**config.mk**
```make
export PLATFORM = sky130hd
export DESIGN_NAME = mem_port_arbiter_flat
export DESIGN_NICKNAME = d
export VERILOG_FILES = /design/src/rtl/mem_port_arbiter_if.sv /design/src/rtl/mem_port_arbiter.sv /design/src/flat_wrapper.sv
export SDC_FILE = /design/constraint.sdc
export NUM_CORES = 1
export LEC_CHECK = 0
export ABC_AREA = 1
export ABC_CLOCK_PERIOD_IN_PS = 1700
export BUFFER_PORTS_ARGS = -buffer_cell sky130_fd_sc_hd__buf_2
export CORE_ASPECT_RATIO = 1.2
export CORE_UTILIZATION = 47
export CTS_CLUSTER_SIZE = 12
export DETAILED_ROUTE_END_ITERATION = 10
export HOLD_SLACK_MARGIN = 0.03
export PLACE_DENSITY = 0.77
export SETUP_SLACK_MARGIN = 0.15
export SLEW_MARGIN = 20
export SYNTH_ARGS = -nofsm -noshare
export SYNTH_HDL_FRONTEND = slang
export SYNTH_SLANG_ARGS = --single-unit
```
**constraint.sdc**
```tcl
create_clock -name clk -period 1.7 [get_ports clk]
set_clock_uncertainty 0.15 [all_clocks]
set_input_delay 0.17 -clock clk [delete_from_list [all_inputs] [get_ports clk]]
set_output_delay 0.17 -clock clk [all_outputs]
set_load 0.005 [all_outputs]
```
**src/rtl/mem_port_arbiter_if.sv**
```systemverilog
`default_nettype none
// ============================================================================
// Module   : mem_port_arbiter_if
// Purpose  : Bundles the CPU request port, the DMA request port and the
//            single-port memory bus that mem_port_arbiter sits between.
// Ports    : cpu_*  - CPU requester handshake (req/we/addr/wdata/ack/rdata)
//            dma_*  - DMA requester handshake (same meaning as cpu_*)
//            mem_*  - memory address, write data, strobes and read data
//            busy   - arbiter is serving an access
// Modports : slave  - arbiter view
//            master - requester/memory environment view
// Revision : 1.0 - initial release
// ============================================================================
interface mem_port_arbiter_if #(
  parameter int AW = 12,
  parameter int DW = 12
);
  logic          cpu_req;
  logic          cpu_we;
  logic [AW-1:0] cpu_addr;
  logic [DW-1:0] cpu_wdata;
  logic          cpu_ack;
  logic [DW-1:0] cpu_rdata;

  logic          dma_req;
  logic          dma_we;
  logic [AW-1:0] dma_addr;
  logic [DW-1:0] dma_wdata;
  logic          dma_ack;
  logic [DW-1:0] dma_rdata;

  logic [AW-1:0] mem_addr;
  logic [DW-1:0] mem_wdata;
  logic          mem_rden;
  logic          mem_wren;
  logic [DW-1:0] mem_rdata;

  logic          busy;

  modport slave (
    input  cpu_req, cpu_we, cpu_addr, cpu_wdata,
    output cpu_ack, cpu_rdata,
    input  dma_req, dma_we, dma_addr, dma_wdata,
    output dma_ack, dma_rdata,
    output mem_addr, mem_wdata, mem_rden, mem_wren,
    input  mem_rdata,
    output busy
  );

  modport master (
    output cpu_req, cpu_we, cpu_addr, cpu_wdata,
    input  cpu_ack, cpu_rdata,
    output dma_req, dma_we, dma_addr, dma_wdata,
    input  dma_ack, dma_rdata,
    input  mem_addr, mem_wdata, mem_rden, mem_wren,
    output mem_rdata,
    input  busy
  );
endinterface
`default_nettype wire

```
**src/rtl/mem_port_arbiter.sv**
```systemverilog
`default_nettype none
// ============================================================================
// Module   : mem_port_arbiter
// Purpose  : Shares one single-port memory between the CPU controller and a
//            cycle-stealing DMA engine. One access at a time is walked through
//            IDLE -> ISSUE -> (WAIT) -> DONE. DMA normally wins a tie, but a
//            streak counter hands the CPU a slot after DMA_MAX_BURST
//            consecutive DMA grants taken while the CPU was waiting.
// Ports    : clk  - rising-edge clock
//            rst  - synchronous active-high reset
//            bus  - mem_port_arbiter_if.slave (CPU port, DMA port, memory bus,
//                   busy flag)
// Params   : AW, DW         - address / data widths
//            RD_LAT         - cycles after ISSUE until mem_rdata is valid
//            DMA_MAX_BURST  - DMA grants allowed while cpu_req is pending
// Revision : 1.0 - initial release
// ============================================================================
module mem_port_arbiter #(
  parameter int AW            = 12,
  parameter int DW            = 12,
  parameter int RD_LAT        = 1,
  parameter int DMA_MAX_BURST = 4
) (
  input  wire                clk,
  input  wire                rst,
  mem_port_arbiter_if.slave  bus
);

  // A zero burst limit still needs a 1-bit counter to keep widths legal.
  localparam int SW = (DMA_MAX_BURST > 0) ? $clog2(DMA_MAX_BURST + 1) : 1;
  localparam int CW = $clog2(RD_LAT + 1);
  localparam logic [SW-1:0] C_BURST_MAX = SW'(DMA_MAX_BURST);
  localparam logic [CW-1:0] C_RD_LAT    = CW'(RD_LAT);

  typedef enum logic [1:0] {
    S_IDLE  = 2'd0,
    S_ISSUE = 2'd1,
    S_WAIT  = 2'd2,
    S_DONE  = 2'd3
  } state_t;

  state_t        r_state;
  logic          r_owner_dma;
  logic          r_we;
  logic [SW-1:0] r_streak;
  logic [CW-1:0] r_cnt;
  logic [AW-1:0] r_mem_addr;
  logic [DW-1:0] r_mem_wdata;
  logic          r_mem_rden;
  logic          r_mem_wren;
  logic          r_cpu_ack;
  logic          r_dma_ack;
  logic [DW-1:0] r_cpu_rdata;
  logic [DW-1:0] r_dma_rdata;
  logic          r_busy;

  logic          w_dma_wins;
  logic [SW-1:0] w_streak_inc;

  // DMA takes a tie only while its streak is below the limit.
  assign w_dma_wins   = bus.dma_req & (~bus.cpu_req | (r_streak < C_BURST_MAX));
  assign w_streak_inc = (r_streak == C_BURST_MAX) ? r_streak : r_streak + SW'(1);

  always_ff @(posedge clk) begin
    if (rst) begin
      r_state     <= S_IDLE;
      r_owner_dma <= 1'b0;
      r_we        <= 1'b0;
      r_streak    <= '0;
      r_cnt       <= '0;
      r_mem_addr  <= '0;
      r_mem_wdata <= '0;
      r_mem_rden  <= 1'b0;
      r_mem_wren  <= 1'b0;
      r_cpu_ack   <= 1'b0;
      r_dma_ack   <= 1'b0;
      r_cpu_rdata <= '0;
      r_dma_rdata <= '0;
      r_busy      <= 1'b0;
    end else begin
      // Strobes and acks are single-cycle pulses; only the transition into
      // ISSUE or DONE raises them.
      r_mem_rden <= 1'b0;
      r_mem_wren <= 1'b0;
      r_cpu_ack  <= 1'b0;
      r_dma_ack  <= 1'b0;

      case (r_state)
        S_IDLE: begin
          if (bus.cpu_req || bus.dma_req) begin
            r_owner_dma <= w_dma_wins;
            r_busy      <= 1'b1;
            r_state     <= S_ISSUE;
            // mem_addr/mem_wdata double as the latched request; they keep
            // their value between accesses.
            if (w_dma_wins) begin
              r_we        <= bus.dma_we;
              r_mem_addr  <= bus.dma_addr;
              r_mem_wdata <= bus.dma_wdata;
              r_mem_wren  <= bus.dma_we;
              r_mem_rden  <= ~bus.dma_we;
              // Only DMA grants that made the CPU wait count toward the limit.
              r_streak    <= bus.cpu_req ? w_streak_inc : '0;
            end else begin
              r_we        <= bus.cpu_we;
              r_mem_addr  <= bus.cpu_addr;
              r_mem_wdata <= bus.cpu_wdata;
              r_mem_wren  <= bus.cpu_we;
              r_mem_rden  <= ~bus.cpu_we;
              r_streak    <= '0;
            end
          end
        end

        S_ISSUE: begin
          if (r_we) begin
            r_state   <= S_DONE;
            r_cpu_ack <= ~r_owner_dma;
            r_dma_ack <= r_owner_dma;
          end else begin
            r_state <= S_WAIT;
            r_cnt   <= C_RD_LAT;
          end
        end

        S_WAIT: begin
          // Count 1 marks the cycle in which mem_rdata is valid.
          if (r_cnt == CW'(1)) begin
            if (r_owner_dma) begin
              r_dma_rdata <= bus.mem_rdata;
            end else begin
              r_cpu_rdata <= bus.mem_rdata;
            end
            r_state   <= S_DONE;
            r_cpu_ack <= ~r_owner_dma;
            r_dma_ack <= r_owner_dma;
          end else begin
            r_cnt <= r_cnt - CW'(1);
          end
        end

        S_DONE: begin
          r_state <= S_IDLE;
          r_busy  <= 1'b0;
        end

        default: begin
          r_state <= S_IDLE;
          r_busy  <= 1'b0;
        end
      endcase
    end
  end

  assign bus.cpu_ack   = r_cpu_ack;
  assign bus.cpu_rdata = r_cpu_rdata;
  assign bus.dma_ack   = r_dma_ack;
  assign bus.dma_rdata = r_dma_rdata;
  assign bus.mem_addr  = r_mem_addr;
  assign bus.mem_wdata = r_mem_wdata;
  assign bus.mem_rden  = r_mem_rden;
  assign bus.mem_wren  = r_mem_wren;
  assign bus.busy      = r_busy;

endmodule
`default_nettype wire

```
**src/flat_wrapper.sv**
```systemverilog
// flat-port wrapper written by rule: the top's interface ports become plain ports
module mem_port_arbiter_flat 
#(
  parameter int AW            = 12,
  parameter int DW            = 12,
  parameter int RD_LAT        = 1,
  parameter int DMA_MAX_BURST = 4
)
  (clk, rst, bus_cpu_req, bus_cpu_we, bus_cpu_addr, bus_cpu_wdata, bus_cpu_ack, bus_cpu_rdata, bus_dma_req, bus_dma_we, bus_dma_addr, bus_dma_wdata, bus_dma_ack, bus_dma_rdata, bus_mem_addr, bus_mem_wdata, bus_mem_rden, bus_mem_wren, bus_mem_rdata, bus_busy);
  mem_port_arbiter_if #(.AW(AW), .DW(DW)) bus_i ();
  input  wire clk;
  input  wire rst;
  input wire logic [$bits(bus_i.cpu_req)-1:0] bus_cpu_req;
  input wire logic [$bits(bus_i.cpu_we)-1:0] bus_cpu_we;
  input wire logic [$bits(bus_i.cpu_addr)-1:0] bus_cpu_addr;
  input wire logic [$bits(bus_i.cpu_wdata)-1:0] bus_cpu_wdata;
  output wire logic [$bits(bus_i.cpu_ack)-1:0] bus_cpu_ack;
  output wire logic [$bits(bus_i.cpu_rdata)-1:0] bus_cpu_rdata;
  input wire logic [$bits(bus_i.dma_req)-1:0] bus_dma_req;
  input wire logic [$bits(bus_i.dma_we)-1:0] bus_dma_we;
  input wire logic [$bits(bus_i.dma_addr)-1:0] bus_dma_addr;
  input wire logic [$bits(bus_i.dma_wdata)-1:0] bus_dma_wdata;
  output wire logic [$bits(bus_i.dma_ack)-1:0] bus_dma_ack;
  output wire logic [$bits(bus_i.dma_rdata)-1:0] bus_dma_rdata;
  output wire logic [$bits(bus_i.mem_addr)-1:0] bus_mem_addr;
  output wire logic [$bits(bus_i.mem_wdata)-1:0] bus_mem_wdata;
  output wire logic [$bits(bus_i.mem_rden)-1:0] bus_mem_rden;
  output wire logic [$bits(bus_i.mem_wren)-1:0] bus_mem_wren;
  input wire logic [$bits(bus_i.mem_rdata)-1:0] bus_mem_rdata;
  output wire logic [$bits(bus_i.busy)-1:0] bus_busy;
  assign bus_i.cpu_req = bus_cpu_req;
  assign bus_i.cpu_we = bus_cpu_we;
  assign bus_i.cpu_addr = bus_cpu_addr;
  assign bus_i.cpu_wdata = bus_cpu_wdata;
  assign bus_cpu_ack = bus_i.cpu_ack;
  assign bus_cpu_rdata = bus_i.cpu_rdata;
  assign bus_i.dma_req = bus_dma_req;
  assign bus_i.dma_we = bus_dma_we;
  assign bus_i.dma_addr = bus_dma_addr;
  assign bus_i.dma_wdata = bus_dma_wdata;
  assign bus_dma_ack = bus_i.dma_ack;
  assign bus_dma_rdata = bus_i.dma_rdata;
  assign bus_mem_addr = bus_i.mem_addr;
  assign bus_mem_wdata = bus_i.mem_wdata;
  assign bus_mem_rden = bus_i.mem_rden;
  assign bus_mem_wren = bus_i.mem_wren;
  assign bus_i.mem_rdata = bus_mem_rdata;
  assign bus_busy = bus_i.busy;
  mem_port_arbiter #(.AW(AW), .DW(DW), .RD_LAT(RD_LAT), .DMA_MAX_BURST(DMA_MAX_BURST)) u_core (.clk(clk), .rst(rst), .bus(bus_i));
endmodule
```
==> metrics.md <==
| Metric | Value |
|---|---|
| Sum Neg Setup Slack | 0 ns |
| Most common cell in the netlist | nand2_1 |
| GPL Wtd Cong | 0.800 |
| Core area | between 5000 and 6000 sq um |
| IO buf count | around 120 |
| EDFF count, synth | 0 |
| Post-route minimum period | about 1.6 ns |
| Worst-path fanout max | 24 |
| Gr usage total | 0.284 |
| Dpl ws | roughly 0.067 ns |
| Final setup viols | 0 |
| Commonest cells post-synth | nand2_1 (75), dfxtp_1 (61), o21ai_0 (43) |
| Initial antenna violation count | 0 |
| Detailed placement HPWL | ~4800 um |
| Share of layout cells above drive strength 1 | 0.323 |
| CTS clock-pin slew for the worst setup and hold paths | roughly 0.070 ns |
| RSZ-0062 raised after global routing | yes |
| Dominant cells by area after synthesis | dfxtp_1 (44%), nand2_1 (10%), o21ai_0 (7.8%), nand3_1 (7.2%), a21oi_2 (6.3%) |
| Fin. Hold Viols | 0 |
| Clk sink count | between 60 and 70 |
| Clk Latency, worst-skew pair | 0.34 ns |
| NumNets Final | around 630 |
| Synth top area share | 0.441 |
| Chip width | about 72 um |
| Largest family of logic cells by synthesized area | simple AND/OR/NAND/NOR gates |
| Critical Path AT | approximately 1.7 ns |
| Initial Util | 0.489 |
| TritonCTS buffer count | 9 |
| GRT Residual Overflow | 0 |
| CTS tree | done |
| Max Cap Violations | 0 |
| Leakage Power | about 2.2 nW |
| Fraction of the mapped netlist area in simple logic gates | 0.245 |
| Worst Slack Setup Final | between 0.1 and 0.15 ns |
| Post-synthesis instance total | approximately 370 |
| Flops & latches, synth | a little over 60 |
| Outcome | complete, no violations |
| Die extent in y | ~86 um |
| Residual DRC | 0 |
| Ant diodes | 0 |
| Pre-antenna DRT Iters | 5 |
| Worst VDD drop | between 0.7 and 0.8 mV |
| Detailed Route Iter0 Violations | roughly 230 |
| I/O pin cnt | around 120 |
| Worst Tran Pin Value | 0.409 ns |
| Synth cell types | 19 |
| Syn avg cell area | between 7 and 8 sq um |
| Largest net degree at the start of global routing | 34 |
| Register area share after synthesis | 0.441 |
| Post-route ant nets | 0 |
| Max-slew violation count | 0 |
| Average wire per standard cell | approximately 15 um |
| WP data required | around 1.8 ns |
| Hold Slack | 0.0472 ns |
| Detailed Route WL | around 9300 um |
| Root Driver | clkbuf_8 |
| Share of flip-flops with an asynchronous set or reset | 0 |
| Synth warn | 0 |
| Global-route wire length before repair | about 14000 um |
| Final critical-path share of the clock period | 0.924 |
| Crit Path Class | in -> reg |
| Worst hold-check path type | in -> reg |
| Proportion of synthesized area in mux cells | 0 |
| CP startpoint kind | input pin |
| Syn Nets | between 400 and 500 |
| Compound-Gate Fraction of Synth Area | 0.186 |
| Post-Syn Area | roughly 2800 sq um |
| Die area | 6200 sq um |
| Vias in the first global route | ~3100 |
| Synth Area in XOR/XNOR | 0 |
| Max Clock Freq | roughly 640 MHz |
| Post-synth top flop | dfxtp_1 |
| Routed vias/inst | around 5.1 |
| CP endpoint kind | flop |
| Synth area leader | dfxtp_1 |
| Row cnt | 30 |
| CTS Buffer Depth | 2 |
| CTS H-tree depth | 3 |
| Overall Power | 0.00540 W |
| Slew headroom | 0.724 |
| Layout Utilization | 0.755 |
| PwrDens | approximately 1300 nW/um^2 |
| Area growth from synthesis to layout | 54.5% |
| Synth Area in Adders | 0.0316 |
| DR vias | between 3000 and 4000 |
[stage by stage]
stage,area [sq um],cells
2_1_floorplan,2770,373
3_3_place_gp,3440,558
3_5_place_dp,3440,558
4_1_cts,4200,632
5_1_grt,4280,635
6_report,4280,635
[final timing paths]
check / startpoint / endpoint / slack (ns) / cells past startpoint
worst min-delay path: bus_cpu_addr[0] / u_core.bus.mem_addr[0]$_SDFFE_PP0P_ / 0.05 / 5
worst max-delay path: bus_cpu_req / u_core.bus.mem_wdata[4]$_SDFFE_PP0P_ / 0.13 / 6
worst min register to register: u_core.bus.dma_rdata[6]$_SDFFE_PP0P_ / u_core.bus.dma_rdata[6]$_SDFFE_PP0P_ / 0.31 / 2
worst max register to register: u_core.r_state[1]$_SDFFE_PP0P_ / u_core.bus.mem_wdata[4]$_SDFFE_PP0P_ / 0.17 / 8
[per-layer routing]
metal | vias up | track usage | share of wire
met1 | 1446 | 0.316 | 0.37
met4 | 0 | 0.171 | 0.046
met5 | - | 0 | 0
met2 | 204 | 0.480 | 0.49
met3 | 51 | 0.0740 | 0.087
li1 | 1551 | - | -
[kinds of logic after synthesis]
kind of cell / Yosys count
adders and majority gates: 7
DFF: 61
AOI/OAI and AO/OA: 88
and+or+nand+nor: 155
buffers and inverters: 62
[placed cells by master (no fill, tap or decap), types with 2 or more instances in the layout]
master and instances:
inv_1 33, dfxtp_1 60, a21oi_2 20, clkbuf_8 9, o21ai_1 5, nand2_4 2
buf_4 7, buf_6 3, nand2_1 74, clkinv_2 3, buf_12 2, a21oi_1 25
dlygate4sd3_1 60, nor2_1 31, nor2_2 2, inv_2 5, nand3_1 40, o21ai_0 37
clkbuf_1 2, buf_2 119, ha_1 6
[power breakdown]
| group | total [W] | internal (W) | switching, W |
|---|---|---|---|
| Clock | 0.00103 | 0.000505 | 0.000528 |
| Sequential | 0.00200 | 0.00178 | 0.000220 |
| Combinational | 0.00237 | 0.00103 | 0.00135 |
[sequential cells by signal (all words and copies together), names as in the netlist]
| register | cells |
|---|---|
| u_core.bus.cpu_rdata | 12 |
| u_core.bus.dma_rdata | 12 |
| u_core.bus.mem_addr | 12 |
| u_core.bus.mem_wdata | 12 |
| u_core.r_streak | 3 |
| u_core.r_state | 2 |
| u_core.bus.busy | 1 |
| u_core.bus.cpu_ack | 1 |
| u_core.bus.dma_ack | 1 |
| u_core.bus.mem_rden | 1 |
| u_core.bus.mem_wren | 1 |
| u_core.r_cnt | 1 |
| u_core.r_owner_dma | 1 |
| u_core.r_we | 1 |
[worst max-delay path, stage by stage]
cell and delay, ns:
dlygate4sd3_1 0.54, buf_2 0.18, nand2_4 0.12, buf_6 0.22, nand3_1 0.18, a21oi_2 0.25
[area by class of cell]
| type | count | area (sq um) |
|---|---|---|
| inverter | 38 | 143 |
| clock buffer | 11 | 131 |
| sequential | 61 | 1220 |
| multi-input combinational | 250 | 1320 |
| timing repair buffer | 192 | 1350 |
| fill | 387 | 1390 |
| tap | 80 | 100 |
| clock inverter | 3 | 15.0 |
[repair_timing]
action | 4_1_cts | 5_1_grt
pin swaps | 0 | 3
buffers inserted | 0 | 1
gates resized for setup | 5 | 19
gates cloned | 0 | 2
endpoints found under the setup margin | 36 | 49
endpoints found under the hold margin | 50 | 0
hold buffers | 60 | 0
(Power assumes the default switching activity.)
